**config.mk**
```make
export PLATFORM = sky130hd
export DESIGN_NAME = layer_sequencer
export DESIGN_NICKNAME = d
export VERILOG_FILES = /design/src/rtl/layer_sequencer.sv
export SDC_FILE = /design/constraint.sdc
export NUM_CORES = 1
export LEC_CHECK = 0
export CAP_MARGIN = 10
export CORE_MARGIN = 2
export CORE_UTILIZATION = 56
export CTS_CLUSTER_SIZE = 40
export DETAILED_ROUTE_END_ITERATION = 12
export GPL_TIMING_DRIVEN = 0
export PLACE_DENSITY = 0.81
export SYNTH_ARGS = -nofsm -noshare
export SYNTH_HDL_FRONTEND = slang
export SYNTH_SLANG_ARGS = --single-unit
```
**constraint.sdc**
```tcl
create_clock -name clk -period 5.69 [get_ports clk]
set_clock_uncertainty 0.15 [all_clocks]
set_input_delay 1.138 -clock clk [delete_from_list [all_inputs] [get_ports clk]]
set_output_delay 1.138 -clock clk [all_outputs]
set_load 0.01 [all_outputs]
```
**src/rtl/layer_sequencer.sv**
```systemverilog
// Control sequencer for the multiply-add array: one streamed first layer followed
// by N_LAYERS-1 fed-back layers, driving buffer read enable and datapath mux select.
module layer_sequencer #(
    parameter int N_LAYERS        = 8,
    parameter int FIRST_LEN       = 32,
    parameter int OTHER_LEN       = 16,
    parameter int FMT_LAT         = 3,
    parameter int FIRST_HALF_RATE = 1,
    parameter int CNT_W           = 6,
    parameter int LAYER_W         = 3
) (
    input  logic               clk,
    input  logic               rst_n,
    input  logic               start_i,
    input  logic               stall_i,
    input  logic               abort_i,
    input  logic               done_ack_i,
    output logic               read_en_o,
    output logic [1:0]         wire_connect_o,
    output logic               fmt_start_o,
    output logic               busy_o,
    output logic               done_o,
    output logic [LAYER_W-1:0] layer_o
);

    // state     | meaning
    // IDLE      | waiting for start_i
    // FIRST_RUN | first layer streamed from the bus
    // FIRST_FMT | formatter drains the first layer
    // GETDAT    | one-cycle fetch of formatted data
    // OTHER_RUN | later layer with pass-down
    // OTHER_FMT | formatter drains a later layer
    // DONE      | run complete, waiting for done_ack_i
    typedef enum logic [2:0] {
        S_IDLE      = 3'd0,
        S_FIRST_RUN = 3'd1,
        S_FIRST_FMT = 3'd2,
        S_GETDAT    = 3'd3,
        S_OTHER_RUN = 3'd4,
        S_OTHER_FMT = 3'd5,
        S_DONE      = 3'd6
    } state_t;

    localparam logic [CNT_W-1:0]   FIRST_RUN_LAST  = CNT_W'(FIRST_LEN - 1);
    localparam logic [CNT_W-1:0]   FIRST_FMT_FIRST = CNT_W'(FIRST_LEN);
    localparam logic [CNT_W-1:0]   FIRST_FMT_LAST  = CNT_W'(FIRST_LEN + FMT_LAT - 1);
    localparam logic [CNT_W-1:0]   OTHER_RUN_LAST  = CNT_W'(OTHER_LEN - 2);
    localparam logic [CNT_W-1:0]   OTHER_FMT_LAST  = CNT_W'(FMT_LAT - 1);
    localparam logic [LAYER_W-1:0] LAST_LAYER      = LAYER_W'(N_LAYERS - 1);

    state_t               state_q, state_d;
    logic [CNT_W-1:0]     cnt_q, cnt_d;
    logic [LAYER_W-1:0]   layer_q, layer_d;

    always_ff @(posedge clk) begin
        if (!rst_n) begin
            state_q <= S_IDLE;
            cnt_q   <= '0;
            layer_q <= '0;
        end else begin
            state_q <= state_d;
            cnt_q   <= cnt_d;
            layer_q <= layer_d;
        end
    end

    always_comb begin
        state_d        = state_q;
        cnt_d          = cnt_q;
        layer_d        = layer_q;
        read_en_o      = 1'b0;
        wire_connect_o = 2'd3;
        fmt_start_o    = 1'b0;
        busy_o         = 1'b1;
        done_o         = 1'b0;

        case (state_q)
            S_IDLE: begin
                busy_o = 1'b0;
                if (start_i) begin
                    state_d = S_FIRST_RUN;
                    cnt_d   = '0;
                    layer_d = '0;
                end
            end
            S_FIRST_RUN: begin
                wire_connect_o = 2'd0;
                read_en_o      = ((FIRST_HALF_RATE != 0) ? cnt_q[0] : 1'b1) & ~stall_i;
                if (!stall_i) begin
                    cnt_d = cnt_q + 1'b1;
                    if (cnt_q == FIRST_RUN_LAST)
                        state_d = S_FIRST_FMT;
                end
            end
            // The first-layer formatter window continues the run count.
            S_FIRST_FMT: begin
                fmt_start_o = (cnt_q == FIRST_FMT_FIRST);
                if (cnt_q == FIRST_FMT_LAST) begin
                    cnt_d = '0;
                    if (N_LAYERS == 1) begin
                        state_d = S_DONE;
                    end else begin
                        state_d = S_GETDAT;
                        layer_d = LAYER_W'(1);
                    end
                end else begin
                    cnt_d = cnt_q + 1'b1;
                end
            end
            S_GETDAT: begin
                wire_connect_o = 2'd1;
                read_en_o      = ~stall_i;
                if (!stall_i)
                    state_d = S_OTHER_RUN;
            end
            S_OTHER_RUN: begin
                wire_connect_o = 2'd2;
                read_en_o      = ~stall_i;
                if (!stall_i) begin
                    if (cnt_q == OTHER_RUN_LAST) begin
                        state_d = S_OTHER_FMT;
                        cnt_d   = '0;
                    end else begin
                        cnt_d = cnt_q + 1'b1;
                    end
                end
            end
            S_OTHER_FMT: begin
                fmt_start_o = (cnt_q == '0);
                if (cnt_q == OTHER_FMT_LAST) begin
                    cnt_d = '0;
                    if (layer_q == LAST_LAYER) begin
                        state_d = S_DONE;
                    end else begin
                        state_d = S_GETDAT;
                        layer_d = layer_q + 1'b1;
                    end
                end else begin
                    cnt_d = cnt_q + 1'b1;
                end
            end
            S_DONE: begin
                busy_o = 1'b0;
                done_o = 1'b1;
                if (done_ack_i) begin
                    state_d = S_IDLE;
                    cnt_d   = '0;
                    layer_d = '0;
                end
            end
            default: begin
                busy_o  = 1'b0;
                state_d = S_IDLE;
                cnt_d   = '0;
                layer_d = '0;
            end
        endcase

        if (abort_i) begin
            state_d = S_IDLE;
            cnt_d   = '0;
            layer_d = '0;
        end
    end

    assign layer_o = layer_q;

endmodule

```
==> summary.txt <==
Synth
  – Yosys reg bits: 12
  – XOR/XNOR Fraction of Synth Area: 0
  – Dominant synthesized flop cell: dfxtp_1
  – Ys async rst share: 0
  – Synth Area in Compound Gates: 0.240
  – Yosys Warn Count: 0
  – Sequential element share of the synthesized area: 0.221
  – Mean Syn Cell Area: 7.83 sq um
  – Post-Synth Simple-Gate Area: 0.356
  – Synthesized area: 1090 sq um
  – Post-synthesis adder-cell area fraction: 0.0575
  – Mux contribution to synthesized area: 0.00920
  – Largest family of logic cells by synthesized area: simple AND/OR/NAND/NOR gates
  – Number of flops mapped to enable cells by yosys: 0
  – Gate Count Post-Synth: 139
  – Syn nets: 150
  – Count of unique library cells instantiated by Yosys: 50

Clock tree
  – Worst-path clk slew: 0.08 ns
  – Clk Latency, worst-skew pair: 0.29 ns
  – Clock root cell: clkbuf_4
  – CTS Hold Bufs: 0
  – # clock sinks: 12
  – Htree depth: 1
  – Post-cts repair resize count: 0
  – CTS tree: built
  – Number of buffers created by CTS: 3
  – Longest Clk Path Bufs: 2
  – Setup bufs post-CTS: 0

STA
  – Setup Viol. Count Final: 0
  – Max-slew headroom: 0.676
  – Final setup margin: 2.15 ns
  – Final hold vios: 0
  – Final period util: 0.622
  – Fmax achieved: 283 MHz
  – Minimum clock period: 3.54 ns
  – RSZ-0062 raised after global routing: false
  – Tightest Pin Transition: 0.473 ns
  – Setup TNS: 0 ns
  – Final count of pins violating max slew: 0

Route
  – WL/cell: 14.6 um
  – Met1 Wirelength: 1200 um
  – Drt via density: 6.24
  – Antenna-violating nets left: 0
  – Initial DRC Count: 35
  – Top Metal Used: met4
  – Routed wire length on met3: 177 um
  – DRC: 0
  – Pre-antenna DRT Iters: 4
  – Vias: 1136
  – Routed met2 length: 1210 um
  – Routed WL: 2660 um

Setup path
  – Arrival time worst endpoint: 2.25 ns
  – Crit-path most repeated cell: clkdlybuf4s50_1
  – CP max-delay cell: clkdlybuf4s50_1
  – Crit-path cells: clkdlybuf4s50_1 > nor2_1 > clkdlybuf4s50_1
  – Critical Path Sink Type: primary output
  – Startpoint types: input port
  – Critical Path RT: 4.40 ns
  – CP peak stage delay: 0.53 ns
  – CP Max Fanout: 4
  – WS Path Type: input port to primary output

Placement
  – I/O Buffers: 14
  – Gp weighted congestion: 0.937
  – DP Area: 1260 sq um
  – Post-DP HPWL: 1930 um
  – Worst slack, placed: 2.16 ns

Floorplan
  – Die Y: 48.1 um
  – Row count: 15
  – Top Ports: 15
  – Die width: 48.1 um
  – Die area: 2310 sq um
  – Total core area: 1780 sq um
  – Initial core utilization: 0.611

Finish
  – # diodes: 0
  – P&R area growth vs syn: 19.1%
  – Post-route cell area: 1300 sq um
  – Share of cells above drive strength 1: 0.134
  – Most frequent cells in the layout: nand3_1, clkdlybuf4s50_1, dfxtp_1
  – Core Util, Final: 0.727
  – Leading cell type in the layout, fill and taps excluded: nand3_1
  – Layout net count: 169

Power and ir drop
  – Overall Power: 0.225 mW
  – PwrDens: 174 nW/um^2
  – Peak VDD IR: 211 uV
  – Comb power frac: 0.287
  – Clk pwr share: 0.320
  – Seq pwr share: 0.393
  – Psw: 0.0706 mW
  – Leak Pwr: 0.453 nW
  – Internal power: 0.154 mW
  – Switching portion of total power: 0.314

Global routing
  – Initial antenna violation count: 0
  – Global-route wire length before repair: 4330 um
  – Pin count of the biggest net entering global routing: 11
  – GRT Total Usage: 0.269
  – Via count of the first global-routing pass: 1021
  – Aggregate global routing overflow: 0

Run
  – MaxCap Viol Count: 0

Outcome
  – Status: finished, final reports clean

Worst hold path
  – Hold crit path type: flip-flop to flip-flop
==> stage by stage <==
stage | hold slack, ns | std cells
floorplan | 0.327 | 139
global placement | 0.309 | 178
detailed placement | 0.324 | 178
CTS | 0.336 | 182
global route | 0.381 | 182
finish | 0.335 | 182
==> worst paths after layout <==
kind	start	slack [ns]	cells after the start	end
setup / recovery	stall_i	2.15	3	read_en_o
hold / removal	layer_o[2]	0.33	2	layer_o[2]
setup reg to reg	cnt_q[0]	3.42	7	layer_o[0]
hold reg to reg	layer_o[2]	0.33	2	layer_o[2]
==> kinds of logic (layout without fill, tap and decap cells) <==
logic type	after synthesis	in the layout
compound gates	34	34
fa+ha+maj	5	5
buf+inv	20	38
flops	12	12
mux	1	1
simple gates	67	67
==> critical path, delay by kind of cell <==
kind,cells,cell delay [ns]
AND/OR/NAND/NOR,1,0.12
buffers and inverters,2,0.99
==> cells in the mapped netlist (4+ instances only) <==
library cell  count  share of area
nand3_1          16          0.074
ha_1              5          0.057
nand2b_1          5          0.029
buf_4             4          0.028
nor2_1            7          0.024
nand2_1           9          0.031
inv_1             7          0.024
nor3b_1           4          0.028
o21ai_1           7          0.032
dfxtp_1          12           0.22
a21oi_1           6          0.028
nand4_1           5          0.029
==> cell type report <==
class | count | area (sq um)
inverters | 8 | 30.0
plain buffers | 12 | 96.3
fillers | 158 | 487
well taps | 25 | 31.3
multi-input cells | 107 | 722
flip-flops and latches | 12 | 240
clock buffers | 4 | 36.3
repair buffers | 14 | 140
==> flip-flops by register name, indices dropped and copies added, names as in the netlist <==
register	count
cnt_q	6
layer_o	3
state_q	3
==> layer usage <==
layer  vias up  GRT usage
met5         -          0
met4         0      0.168
met3         9     0.0630
met2        50      0.384
met1       524      0.363
li1        553          -
==> power groups by stage <==
stage               Clock, mW  Sequential (mW)  Combinational, mW
floorplan                   0           0.0897             0.0437
global placement            0           0.0902             0.0625
detailed placement          0           0.0903             0.0630
CTS                    0.0726           0.0883             0.0635
global route           0.0783           0.0887             0.0704
finish                 0.0720           0.0885             0.0644
No activity file was read; power rests on OpenSTA's default activity.
